`config.mk`:
```
export PLATFORM = sky130hd
export DESIGN_NAME = wb_stage
export DESIGN_NICKNAME = d
export VERILOG_FILES = /design/src/rtl/wb_stage.sv
export SDC_FILE = /design/constraint.sdc
export NUM_CORES = 1
export LEC_CHECK = 0
export BUFFER_PORTS_ARGS = -buffer_cell sky130_fd_sc_hd__buf_4
export CAP_MARGIN = 0
export CORE_MARGIN = 1.5
export CORE_UTILIZATION = 35
export DETAILED_ROUTE_END_ITERATION = 7
export GPL_TIMING_DRIVEN = 0
export PLACE_DENSITY = 0.79
export SETUP_SLACK_MARGIN = 0.3
export SKIP_CTS_REPAIR_TIMING = 1
export SYNTH_ARGS = -nofsm -noshare
export SYNTH_HDL_FRONTEND = slang
export SYNTH_SLANG_ARGS = --single-unit
```
`constraint.sdc`:
```
create_clock -name clk_i -period 2.28 [get_ports clk_i]
set_clock_uncertainty 0.15 [all_clocks]
set_input_delay 0.228 -clock clk_i [delete_from_list [all_inputs] [get_ports clk_i]]
set_output_delay 0.228 -clock clk_i [all_outputs]
set_load 0.005 [all_outputs]
```
`src/rtl/wb_stage.sv`:
```
`default_nettype none
// ============================================================================
// Module   : wb_stage
// Purpose  : Pipeline write-back register with source select and retire counter.
//            Sub-word load extraction is built only when WB_LOAD_EXT_EN is defined.
// Revision : 1.0
// ============================================================================
module wb_stage #(
  parameter int XLEN  = 32,
  parameter int CNT_W = 32
) (
  input  logic             clk_i,
  input  logic             reset_i,
  input  logic             valid_i,
  input  logic             stall_i,
  input  logic             flush_i,
  input  logic [XLEN-1:0]  mem_data_read_i,
  input  logic [XLEN-1:0]  alu_result_i,
  input  logic [XLEN-1:0]  pcsrc_i,
  input  logic [XLEN-1:0]  offset_i,
  input  logic [1:0]       dmem_to_reg_i,
  input  logic [2:0]       funct3_i,
  input  logic [2:0]       addr_lsb_i,
  input  logic [4:0]       rd_addr_i,
  input  logic             reg_write_i,
  output logic [XLEN-1:0]  write_data_reg_o,
  output logic [4:0]       rd_addr_o,
  output logic             reg_write_o,
  output logic             wb_valid_o,
  output logic [CNT_W-1:0] retire_cnt_o
);

  logic [XLEN-1:0]  mem_val;
  logic [XLEN-1:0]  sel_data;
  logic [XLEN-1:0]  wb_data;
  logic [4:0]       wb_rd;
  logic             wb_rw;
  logic             wb_valid;
  logic [CNT_W-1:0] retire_cnt;
  logic             advance;

`ifdef WB_LOAD_EXT_EN
  // Lane offsets are aligned down to the access size; XLEN=32 ignores addr bit 2.
  localparam logic [2:0] LANE_MASK = 3'(XLEN/8 - 1);

  logic [2:0]  byte_off;
  logic [2:0]  half_off;
  logic [2:0]  word_off;
  logic [7:0]  ld_byte;
  logic [15:0] ld_half;
  logic [31:0] ld_word;

  assign byte_off = addr_lsb_i & LANE_MASK;
  assign half_off = {byte_off[2:1], 1'b0};
  assign word_off = {byte_off[2], 2'b00};
  assign ld_byte  = 8'(mem_data_read_i >> {byte_off, 3'b000});
  assign ld_half  = 16'(mem_data_read_i >> {half_off, 3'b000});
  assign ld_word  = 32'(mem_data_read_i >> {word_off, 3'b000});

  always_comb begin
    mem_val = mem_data_read_i;
    case (funct3_i)
      3'b000:  mem_val = XLEN'($signed(ld_byte));
      3'b001:  mem_val = XLEN'($signed(ld_half));
      3'b010:  mem_val = XLEN'($signed(ld_word));
      3'b100:  mem_val = XLEN'(ld_byte);
      3'b101:  mem_val = XLEN'(ld_half);
      3'b110:  mem_val = XLEN'(ld_word);
      default: mem_val = mem_data_read_i;
    endcase
  end
`else
  logic unused_load_ctl;
  assign unused_load_ctl = ^{funct3_i, addr_lsb_i};
  assign mem_val         = mem_data_read_i;
`endif

  always_comb begin
    sel_data = mem_val;
    case (dmem_to_reg_i)
      2'b00:   sel_data = mem_val;
      2'b01:   sel_data = alu_result_i;
      2'b10:   sel_data = pcsrc_i;
      default: sel_data = offset_i;
    endcase
  end

  assign advance = ~stall_i & ~flush_i;

  // Flush only kills the valid bit; data fields keep their last captured value.
  always_ff @(posedge clk_i or posedge reset_i) begin
    if (reset_i) begin
      wb_data    <= '0;
      wb_rd      <= '0;
      wb_rw      <= 1'b0;
      wb_valid   <= 1'b0;
      retire_cnt <= '0;
    end else begin
      if (flush_i) begin
        wb_valid <= 1'b0;
      end else if (!stall_i) begin
        wb_valid <= valid_i;
        if (valid_i) begin
          wb_data <= sel_data;
          wb_rd   <= rd_addr_i;
          wb_rw   <= reg_write_i;
        end
      end
      if (advance && wb_valid) begin
        retire_cnt <= retire_cnt + CNT_W'(1);
      end
    end
  end

  assign write_data_reg_o = wb_data;
  assign rd_addr_o        = wb_rd;
  assign reg_write_o      = wb_valid & wb_rw & (wb_rd != 5'd0);
  assign wb_valid_o       = wb_valid;
  assign retire_cnt_o     = retire_cnt;

endmodule
`default_nettype wire
```
# Yosys cells after proc, flatten, opt, wreduce, memory -nomap -nowiden
# Index checks and enable logic that the tools add are counted.
[totals] ff_bits=71 input_bits=147 out_inout_bits=71 wordCells=21
[op_classes] add_sub_neg=1 eq_ne=3 muxes=3 bitwise=5 reduce_logical=4
[ops] operator="32-bit one-hot mux with 3 select lines" n=1
[ops] operator="32-bit by 1-bit adder with 32-bit output (second input constant)" n=1
[ops] operator="5-bit nonzero test" n=1
[ops] operator="1-bit bitwise AND" n=3
[ops] operator="3-bit AND reduction" n=1
[ops] operator="2-bit by 1-bit equality test with 1-bit output (second input constant)" n=1
[ops] operator="2-bit equality test (second input constant)" n=1
[ops] operator="2-bit logical NOT" n=1
[ops] operator="1-bit 2-to-1 mux" n=2
[ops] operator="2-bit by 1-bit inequality test with 1-bit output (second input constant)" n=1
[ops] operator="1-bit NOT" n=2
[ops] operator="1-bit logical AND" n=1

# Logic depth before layout (Yosys ltp)
[depth] word_depth=3 mapped_depth=5

# Least setup slack after synthesis
# Ideal clock, no wire load.
[synth_path] kind="reg-to-reg" from="register wb_valid (netlist: wb_valid_o)" to="register retire_cnt[27] (netlist: retire_cnt_o[27])" arrival_ps=1611 required_ps=2005 path_slack_ps=394 path_stages_with_launch=6 n_path_buf=1 cell_sequence="dfrtp_1 -> or3b_1 -> buf_6 -> nor4_4 -> nand4_1 -> xnor2_1"
[synth_between] elab_chain_cells=1
[synth_rtl] item="start, declared" line="38" rtl="logic wb_valid;"
[synth_rtl] item="start signal, assigned" line="102" rtl="wb_valid <= valid_i;"
[synth_rtl] item="1-bit logical AND" line="109" rtl="if (advance && wb_valid) begin"
[synth_rtl] item="end signal, assigned" line="110" rtl="retire_cnt <= retire_cnt + CNT_W'(1);"
[synth_rtl] item="end, declared" line="39" rtl="logic [CNT_W-1:0] retire_cnt;"
# Every way passes these cells.
# A chain may end at the register's enable or synchronous reset.

# Worst setup path after layout
[layout_path] from="register wb_rd[2] (netlist: rd_addr_o[2])" to="output port reg_write_o"
[layout_between] elab_chain_cells=2
[layout_rtl] item="start, declared" line="36" rtl="logic [4:0] wb_rd;"
[layout_rtl] item="start signal, assigned" line="105" rtl="wb_rd <= rd_addr_i;"
[layout_rtl] item="5-bit nonzero test" line="117" rtl="assign reg_write_o = wb_valid & wb_rw & (wb_rd != 5'd0);"
[layout_rtl] item="1-bit bitwise AND" line="117"
[layout_rtl] item="end, declared" line="28" rtl="output logic reg_write_o,"
# Every way passes these cells.

==> results.tsv <==
stage	metric	value	unit
status	status	finished clean	
global_routing	grt.overflow.total	0	
die	ioPinCount	218	
pwr	clkPwrFrac	32.9	%
setup_path	cp.arrival	1.58	ns
route	drtIter0Drc	91	
layout	regArea	1780	um^2
layout	final_common_cell	buf_4	
setup_path	r2r_slack	0.35	ns
sta	worst_pin_slew	0.693	ns
clock_network	cts.sinks	71	
setup_path	r2r_cells	6	
logic_synthesis	syn_area	3720	um^2
die	die_height	106	um
layout	stdcell_count	636	
setup_path	critPathLaunch	rd_addr_o[2]	
pwr	p_seq_share	42.2	%
pwr	switching_share	24.7	%
logic_synthesis	postSynthCellCount	260	
layout	fill_cells	847	
setup_path	r2r_start	wb_valid_o	
global_routing	grt_max_degree	42	
die	start_util	36.0	%
pwr	p_total	3.75	mW
layout	drive_gt1_share	63.2	%
clock_network	cts_root_buf	clkbuf_8	
pwr	p_int	2.82	mW
setup_path	rr_endpoint	retire_cnt_o[27]	
layout	nNetsFinal	643	
clock_network	clkLatencyLatePin	0.34	ns
logic_synthesis	yosysSeqAreaShare	47.8	%
pwr	powerDensity	637	nW/um^2
setup_path	end_kind	output pin	
place	gp_congestion	0.863	
run	max-cap-violations	0	
clock_network	h-tree-depth	3	
die	die_x	106	um
route	firstDrtPassIters	4	
place	post-place-ws	0.0808	ns
sta	timing.final.ws_setup	0.321	ns
place	dp_hpwl	8.90	mm
layout	areaGrowthSynthToFinish	58.2	%
logic_synthesis	avgSynthCellArea	14.3	um^2
setup_path	endpoint	reg_write_o	
sta	finalSetupViolations	0	
clock_network	cts.reportedPaths.clkPinSlew	0.08	ns
logic_synthesis	ys_ff_latch	71	
route	drc_errors	0	
global_routing	grt_first_pass_wirelength	16.8	mm
sta	hold_viol_final	0	
route	wirelength	11.0	mm
sta	fmax	510	MHz
setup_path	cp-start-kind	register	
pwr	leakage	2.74	nW
global_routing	grt_pass1_vias	3316	
layout	multiInputGateArea	1890	um^2
sta	min_period_over_period	85.9	%
clock_network	cts_buffers	9	
die	core	10300	um^2
clock_network	cts_tree	yes	
global_routing	grt.total_usage	19.5	%
logic_synthesis	syn_nets	408	
setup_path	cp.required	1.90	ns
logic_synthesis	synth_warnings	0	
place	port_buffers	210	
die	die_area	11200	um^2
sta	rsz0062_at_grt	yes	
die	row_count	37	
layout	final_cell_mix	buf_4, dfrtp_1, mux2_2	
route	wire_per_inst	17.3	um
sta	hold_ws	0.0123	ns
pwr	p_switching	0.925	mW
sta	period_minus_slack	1.96	ns
route	antenna_left	0	
layout	antenna_cells	0	
pwr	ir_drop	319	uV
setup_path	crit_type	reg -> out	
sta	slew_viol_final	0	
worst_hold_path	hp-class	in -> reg	
logic_synthesis	ys_types	27	
global_routing	antenna_found_initial	0	
route	viasPerCell	5.04	
sta	slew_headroom	53.7	%
sta	fin_tns_setup	0	ns
clock_network	cts_buffer_depth	2	
setup_path	path_max_fanout	2	
place	dp.cells	607	
pwr	p_comb_share	24.9	%
route	vias	3207	
==> logic make-up (layout without fill, tap and decap cells) <==
family | count (synthesis) | in the layout | synth area share [%]
xor gates and xnor gates | 31 | 31 | 7.30
and+or+nand+nor | 69 | 69 | 11.1
muxes | 71 | 71 | 31.2
adders and majority gates | 1 | 1 | 0.337
AOI/OAI and AO/OA | 1 | 1 | 0.269
buffers and inverters | 16 | 256 | 1.99
DFF | 71 | 71 | 47.8
==> worst max-delay path: stages, from the launching register on <==
cell and delay (ns):
dfrtp_1 0.39, or3_4 0.41, o311a_1 0.30, buf_4 0.14
==> power by group through the flow <==
stage	Sequential (mW)	Combinational [mW]	Clock [mW]
2_1_floorplan	1.59	0.342	0
3_3_place_gp	1.59	0.890	0
3_5_place_dp	1.60	0.917	0
4_1_cts	1.58	0.918	1.27
5_1_grt	1.61	0.996	1.32
6_report	1.58	0.932	1.23
==> metal layers <==
layer / routed length (um) / vias up / track usage, %
li1: - / 1459 / -
met1: 4040 / 1573 / 22.6
met2: 6070 / 161 / 35.1
met3: 771 / 14 / 5.95
met4: 136 / 0 / 5.21
met5: 0 / - / 0
==> registers in the layout, indices dropped and copies added (netlist names) <==
name and cells:
rd_addr_o 5, retire_cnt_o 32, wb_rw 1, wb_valid_o 1, write_data_reg_o 32
==> final cells by class <==
type                            instances  area share [%]
Buffer                                 13            1.09
Clock buffer                           11            2.40
Clock inverter                          5            1.79
Inverter                                3           0.255
Multi-Input combinational cell        173            32.2
Sequential cell                        71            30.2
Tap cell                              136            2.89
Timing Repair Buffer                  224            29.2
==> synth_stat cells <==
master | count | area share [%]
nand3_1 | 10 | 1.3
mux2i_1 | 1 | 0.27
or3_1 | 1 | 0.17
nand2_1 | 14 | 1.4
dfrtp_1 | 71 | 48
nand4_1 | 16 | 2.7
and4_1 | 2 | 0.47
buf_6 | 1 | 0.30
nor4_2 | 1 | 0.34
xor2_1 | 4 | 0.94
mux2_2 | 38 | 12
nor2_1 | 6 | 0.61
ha_1 | 1 | 0.34
o311a_1 | 1 | 0.27
inv_1 | 3 | 0.30
and2_1 | 3 | 0.50
xnor2_1 | 27 | 6.4
buf_2 | 5 | 0.67
nor3b_1 | 2 | 0.40
and3_1 | 4 | 0.67
clkbuf_1 | 7 | 0.71
or3b_1 | 1 | 0.24
nor4_4 | 2 | 1.1
nor4_1 | 1 | 0.17
nand4bb_1 | 1 | 0.30
nor3_1 | 5 | 0.67
mux4_2 | 32 | 19
==> through the flow <==
stage | util [%] | instance area [um^2]
after floorplan | - | 3720
final | 57.0 | 5880
after global routing | 57.0 | 5880
after detailed placement | 53.2 | 5490
after CTS | 55.5 | 5730
after global placement | 53.0 | 5470
==> how the worst min path moves through the flow <==
stage | cells past startpoint | endpoint | from | slack (ns)
CTS | 2 | write_data_reg_o[6] | reset_i | -0.16
global route | 3 | wb_valid_o | valid_i | 0.02
global placement | 2 | wb_valid_o | flush_i | 0.27
finish | 3 | wb_valid_o | valid_i | 0.01
detailed placement | 2 | write_data_reg_o[2] | reset_i | 0.22
floorplan | 1 | wb_valid_o | flush_i | 0.14
Power figures use the tool's default switching activity.
